===== src/rtl/piano_pkg.sv =====
// ============================================================================
// Module      : piano_pkg
// Description : Shared note table, half-period helper and sequencer types.
// Revision    : 1.0 - initial release
// ============================================================================
`default_nettype none

package piano_pkg;

    localparam int unsigned c_note_c4 = 262;
    localparam int unsigned c_note_d  = 294;
    localparam int unsigned c_note_e  = 330;
    localparam int unsigned c_note_f  = 349;
    localparam int unsigned c_note_g  = 392;
    localparam int unsigned c_note_a  = 440;
    localparam int unsigned c_note_b  = 494;
    localparam int unsigned c_note_c5 = 523;

    localparam int unsigned c_rest_w  = 1;

    typedef enum logic [0:0] {
        IDLE = 1'b0,
        PLAY = 1'b1
    } state_t;

    // Channels beyond the first octave repeat the scale one octave higher.
    function automatic int unsigned note_freq(input int unsigned idx);
        int unsigned base;
        case (idx % 8)
            0:       base = c_note_c4;
            1:       base = c_note_d;
            2:       base = c_note_e;
            3:       base = c_note_f;
            4:       base = c_note_g;
            5:       base = c_note_a;
            6:       base = c_note_b;
            default: base = c_note_c5;
        endcase
        return base << (idx / 8);
    endfunction

    function automatic int unsigned half_period(input int unsigned clk_hz,
                                                input int unsigned freq);
        int unsigned h;
        h = clk_hz / (2 * freq);
        return (h == 0) ? 1 : h;
    endfunction

    function automatic int unsigned entry_width(input int unsigned num_keys,
                                                input int unsigned dur_w);
        return c_rest_w + $clog2(num_keys) + dur_w;
    endfunction

endpackage

`default_nettype wire


===== src/rtl/tone_divider.sv =====
// ============================================================================
// Module      : tone_divider
// Description : Free-running square wave with a period of exactly 2*HALF cycles.
// Revision    : 1.0 - initial release
// ============================================================================
`default_nettype none

module tone_divider #(
    parameter int unsigned HALF = 2
) (
    input  logic clk,
    input  logic rst_n,
    output logic tone
);

    localparam int unsigned c_cnt_w = (HALF > 1) ? $clog2(HALF) : 1;

    logic [c_cnt_w-1:0] r_cnt;
    logic               r_tone;

    always_ff @(posedge clk or negedge rst_n) begin
        if (!rst_n) begin
            r_cnt  <= '0;
            r_tone <= 1'b0;
        end else if (r_cnt == c_cnt_w'(HALF - 1)) begin
            r_cnt  <= '0;
            r_tone <= ~r_tone;
        end else begin
            r_cnt  <= r_cnt + 1'b1;
        end
    end

    assign tone = r_tone;

endmodule

`default_nettype wire


===== src/rtl/tone_sequencer.sv =====
// ============================================================================
// Module      : tone_sequencer
// Description : NUM_KEYS live tone channels plus a beat-timed step sequencer.
// Revision    : 1.0 - initial release
// ============================================================================
`default_nettype none

module tone_sequencer
    import piano_pkg::*;
#(
    parameter int unsigned CLK_HZ    = 25000000,
    parameter int unsigned BEAT_HZ   = 50,
    parameter int unsigned NUM_KEYS  = 8,
    parameter int unsigned SEQ_DEPTH = 16,
    parameter int unsigned DUR_W     = 4
) (
    input  logic                                clk,
    input  logic                                rst_n,
    input  logic                                mode,
    input  logic [NUM_KEYS-1:0]                 key_en,
    input  logic                                wr_en,
    input  logic [$clog2(SEQ_DEPTH)-1:0]        wr_addr,
    input  logic [$clog2(NUM_KEYS)+DUR_W:0]     wr_data,
    input  logic [$clog2(SEQ_DEPTH):0]          seq_len,
    input  logic                                loop,
    input  logic                                start,
    input  logic                                stop,
    output logic [NUM_KEYS-1:0]                 key_out,
    output logic                                seq_out,
    output logic                                busy,
    output logic                                done,
    output logic [$clog2(SEQ_DEPTH)-1:0]        step
);

    localparam int unsigned c_addr_w   = $clog2(SEQ_DEPTH);
    localparam int unsigned c_note_w   = $clog2(NUM_KEYS);
    localparam int unsigned c_entry_w  = entry_width(NUM_KEYS, DUR_W);
    localparam int unsigned c_tone_ext = 2 ** c_note_w;
    localparam int unsigned c_beat_cyc = CLK_HZ / BEAT_HZ;
    localparam int unsigned c_pre_w    = (c_beat_cyc > 1) ? $clog2(c_beat_cyc) : 1;

    logic [NUM_KEYS-1:0]   w_tone;
    logic [c_tone_ext-1:0] w_tone_ext;
    logic [c_entry_w-1:0]  r_table [SEQ_DEPTH];
    logic [c_pre_w-1:0]    r_pre;
    logic [DUR_W-1:0]      r_beat;
    logic [c_addr_w-1:0]   r_step;
    logic [NUM_KEYS-1:0]   r_key_out;
    logic                  r_seq_out;
    logic                  r_done;
    state_t                r_state;

    logic [c_entry_w-1:0]  w_cur;
    logic [DUR_W-1:0]      w_dur;
    logic [DUR_W-1:0]      w_last_beat;
    logic [c_addr_w-1:0]   w_step_nxt;
    logic                  w_is_last;
    logic                  w_tick;
    logic                  w_snd_cur;
    logic                  w_snd_nxt;
    logic                  w_snd_first;

    for (genvar g = 0; g < NUM_KEYS; g++) begin : g_chan
        tone_divider #(
            .HALF (half_period(CLK_HZ, note_freq(g)))
        ) u_div (
            .clk   (clk),
            .rst_n (rst_n),
            .tone  (w_tone[g])
        );
    end

    // Zero-extending to a power of two makes out-of-range notes read as silence.
    assign w_tone_ext = c_tone_ext'(w_tone);

    function automatic logic entry_sound(input logic [c_entry_w-1:0]  e,
                                         input logic [c_tone_ext-1:0] tones);
        logic [c_note_w-1:0] n;
        n = e[DUR_W +: c_note_w];
        return ~e[c_entry_w-1] & tones[n];
    endfunction

    always_ff @(posedge clk) begin
        if (wr_en) begin
            r_table[wr_addr] <= wr_data;
        end
    end

    assign w_cur       = r_table[r_step];
    assign w_dur       = w_cur[DUR_W-1:0];
    assign w_last_beat = (w_dur == '0) ? '0 : w_dur - 1'b1;
    assign w_step_nxt  = r_step + 1'b1;
    assign w_is_last   = ((c_addr_w + 1)'(r_step) + (c_addr_w + 1)'(1)) >= seq_len;
    assign w_tick      = (r_pre == c_pre_w'(c_beat_cyc - 1));
    assign w_snd_cur   = entry_sound(w_cur, w_tone_ext);
    assign w_snd_nxt   = entry_sound(r_table[w_step_nxt], w_tone_ext);
    assign w_snd_first = entry_sound(r_table[0], w_tone_ext);

    always_ff @(posedge clk or negedge rst_n) begin
        if (!rst_n) begin
            r_pre <= '0;
        end else if (start || w_tick) begin
            r_pre <= '0;
        end else begin
            r_pre <= r_pre + 1'b1;
        end
    end

    always_ff @(posedge clk or negedge rst_n) begin
        if (!rst_n) begin
            r_key_out <= '0;
        end else begin
            r_key_out <= mode ? '0 : (w_tone & key_en);
        end
    end

    // seq_out is loaded with the sound of the step being entered so it stays aligned with step.
    always_ff @(posedge clk or negedge rst_n) begin
        if (!rst_n) begin
            r_state   <= IDLE;
            r_step    <= '0;
            r_beat    <= '0;
            r_seq_out <= 1'b0;
            r_done    <= 1'b0;
        end else begin
            r_done <= 1'b0;
            if (!mode || stop) begin
                r_state   <= IDLE;
                r_step    <= '0;
                r_beat    <= '0;
                r_seq_out <= 1'b0;
            end else if (start && (seq_len != '0)) begin
                r_state   <= PLAY;
                r_step    <= '0;
                r_beat    <= '0;
                r_seq_out <= w_snd_first;
            end else begin
                case (r_state)
                    IDLE: begin
                        r_seq_out <= 1'b0;
                    end
                    PLAY: begin
                        if (w_tick && (r_beat == w_last_beat)) begin
                            r_beat <= '0;
                            if (w_is_last && loop) begin
                                r_step    <= '0;
                                r_seq_out <= w_snd_first;
                            end else if (w_is_last) begin
                                r_state   <= IDLE;
                                r_step    <= '0;
                                r_seq_out <= 1'b0;
                                r_done    <= 1'b1;
                            end else begin
                                r_step    <= w_step_nxt;
                                r_seq_out <= w_snd_nxt;
                            end
                        end else begin
                            if (w_tick) begin
                                r_beat <= r_beat + 1'b1;
                            end
                            r_seq_out <= w_snd_cur;
                        end
                    end
                    default: begin
                        r_state <= IDLE;
                    end
                endcase
            end
        end
    end

    assign key_out = r_key_out;
    assign seq_out = r_seq_out;
    assign busy    = (r_state == PLAY);
    assign done    = r_done;
    assign step    = r_step;

endmodule

`default_nettype wire

===== config.mk =====
export PLATFORM = sky130hd
export DESIGN_NAME = tone_sequencer
export DESIGN_NICKNAME = d
export VERILOG_FILES = /design/src/rtl/piano_pkg.sv /design/src/rtl/tone_divider.sv /design/src/rtl/tone_sequencer.sv
export SDC_FILE = /design/constraint.sdc
export NUM_CORES = 1
export LEC_CHECK = 0
export CAP_MARGIN = 25
export CORE_MARGIN = 2
export CORE_UTILIZATION = 35
export DETAILED_ROUTE_END_ITERATION = 10
export GPL_ROUTABILITY_DRIVEN = 0
export SYNTH_ARGS = -nofsm -noshare
export SYNTH_HDL_FRONTEND = slang
export SYNTH_SLANG_ARGS = --single-unit

===== constraint.sdc =====
create_clock -name clk -period 3.8 [get_ports clk]
set_input_delay 0.76 -clock clk [delete_from_list [all_inputs] [get_ports clk]]
set_output_delay 0.76 -clock clk [all_outputs]
set_load 0.02 [all_outputs]

==> qor.yml <==
drt_first_pass_iters: 5
rsz0062_at_grt: "no"
yosys.cell_types.count: 66
grt_util_met1: 0.1949
critPathLaunch: "step[0]"
wire_per_inst_um: 16.91
finalSetupTns_ns: 0
synth.largest_area_cell: "dfrtp_1"
drt_iter0_markers: 616
finalClockSkew_ns: 0.02401
grtUsageMet2: 0.2407
cts-root-buf: "clkbuf_16"
initial_utilization: 0.3524
vias: 8776
total_power_mw: 6.708
r2r_start: "step[0]"
worst-path-max-fanout: 18
cts_setup_buffers: 0
finalWorstPathRequiredPeriod_ns: 3.487
diodes: 0
grt-ovfl-total: 0
setup_viol: 0
max_freq_mhz: 286.8
die_y_um: 203.3
worstSkewPairLatency_ns: 0.51
p_sw_frac: 0.2102
worst_setup_path_end_kind: "flip-flop"
drv_slew: 0
tightest_slew_ns: 0.9090
final_common_cell: "dfrtp_1"
synth_top_cell_area_share: 0.3059
slew_headroom: 0.3940
internal-power_mw: 5.298
port_buffers: 46
fin_util: 0.4130
syn_area_um2: 13900
die-width_um: 203.3
grt_use_met3: 0.02301
post_cts_resized: 0
synth_cells: 1092
die_area_um2: 41340
grt_max_degree: 97
async_flop_share: 0.5705
p_sw_mw: 1.410
clk_pin_slew_ns: 0.05
drt_drc_violations_left: 0
peakVddDrop_uv: 247.2
vias_per_cell: 5.052
cts_tree: "built"
drive_above_1_share: 0.1386
cp.arrival_ns: 3.88
synth_edf_count: 128
p_comb_frac: 0.026
synthFlopType: "dfrtp_1"
antenna_found_initial: 0
drt-total-wl_um: 29380
hold_violations: 0
grt_util_all_layers: 0.1449
pwr-share-clk: 0.465
cts_sinks: 298
row_count: 73
syn2layout_area_growth_pct: 17.19
ant_nets: 0
coreArea_um2: 39460
cts_buffer_depth: 3
worstPathRequired_ns: 4.20
hold_class: "input pin to asynchronous set/reset pin"
layout_common_cells: "169 x dfrtp_1, 159 x nor2_1, 128 x edfxtp_1"
grt_pass1_vias: 9022
grt_busiest_layer: "met2"
synth_top_cells_by_area: "dfrtp_1 31%, edfxtp_1 28%, mux4_2 8.4%"
syn_area_per_cell_um2: 12.73
worstSetupStartpointType: "flip-flop"
placedCellCount: 1676
yosys_register_bits: 298
status: "finished clean"
fin_cells: 1737
nNetsFinal: 1242
cts_buffers: 35
power_frac_seq: 0.509
cts_htree_levels: 2
critical_path_class: "flip-flop to flip-flop"
p_leak_nw: 6.407
ios: 47
cap_violations: 0
power_density_nw_per_um2: 411.7
synth_warnings: 0
seq_area_frac_synth: 0.5824
dpl.hpwl_um: 19920
holdBufCountCts: 0
fin_crit_sh: 0.9176
grt_pass1_wl_um: 47700
synth_fp_nets: 1146
## layout make-up
type,count,area [um2]
inverters,24,90.09
clock buffers,47,992.2
clock inverters,14,86.33
multi-input cells,740,5573
flip-flops and latches,298,8099
repair buffers,89,797.0
fillers,3703,23160
well taps,525,656.9
## sequential cells by signal, indices dropped and copies added, names as in the netlist
signal	cells
step	4
done	1
r_beat	4
seq_out	1
r_table	128
key_out	8
busy	1
r_pre	19
g_chan.u_div.tone	8
g_chan.u_div.r_cnt	124
## per-layer routing
layer  wire length (um)  up-vias
li1                   -     4161
met1              13420     4405
met5                  0        -
met2              14040      165
met3               1147       45
met4                771        0
## cells in the mapped netlist (7+ instances only)
master    count
a21oi_1      14
and3_1       33
clkbuf_1     15
dfrtp_1     170
edfxtp_1    128
ha_1         22
inv_1        23
mux2i_1      17
mux4_2       52
nand2_1      66
nand3_1      70
nand4_1      21
nor2_1      159
nor2b_1      12
nor3_1       19
nor4b_1       7
o21ai_0      18
or3_1         8
xnor2_1      52
xor2_1       77
## final timing paths
| check | to | depth (start not counted) | slack (ns) |
|---|---|---|---|
| worst min-delay path | g_chan[4].u_div.r_cnt[7] | 1 | 0.33 |
| min in group clk | g_chan[7].u_div.r_cnt[0] | 1 | 0.46 |
| max in group asynchronous | g_chan[4].u_div.r_cnt[11] | 2 | 2.60 |
| worst min register to register | g_chan[7].u_div.r_cnt[0] | 1 | 0.46 |
| worst max register to register | step[0] | 9 | 0.31 |
| worst max-delay path | step[0] | 9 | 0.31 |
## through the flow
step	worst slack (ns)	hold slack [ns]	area [um2]
6_report	0.3131	0.3320	16290
3_5_place_dp	0.3227	0.4526	15220
3_3_place_gp	0.4064	0.4541	15220
2_1_floorplan	0.5918	0.4329	13900
5_1_grt	0.1268	0.4172	16290
4_1_cts	0.3471	0.3959	16290
## kinds of logic (layout without fill, tap and decap cells)
kind of cell | count (synthesis) | count (layout) | synth area share
flip-flops | 298 | 298 | 0.5824
adder cells (fa/ha/maj) | 22 | 22 | 0.01980
XOR/XNOR | 129 | 129 | 0.08126
AND/OR/NAND/NOR | 437 | 437 | 0.1541
buffers and inverters | 54 | 174 | 0.01728
multiplexers | 77 | 77 | 0.1065
AO/OA/AOI/OAI | 75 | 75 | 0.03878
## critical path, stage by stage, from the launching register on
cell	delay (ns)
dfrtp_2	0.65
buf_4	0.28
mux4_2	0.52
o22ai_1	0.46
o22ai_1	0.28
nand4_1	0.16
a21oi_1	0.08
o31ai_1	0.49
nor4_2	0.15
mux2_4	0.29
## power by group through the flow
stage | Sequential (mW) | Clock (mW) | Combinational, mW
finish | 3.41 | 3.12 | 0.174
global route | 3.41 | 3.34 | 0.193
CTS | 3.41 | 3.21 | 0.179
detailed placement | 3.47 | 0 | 0.179
global placement | 3.47 | 0 | 0.176
floorplan | 3.47 | 0 | 0.0540
Power figures use the tool's default switching activity.
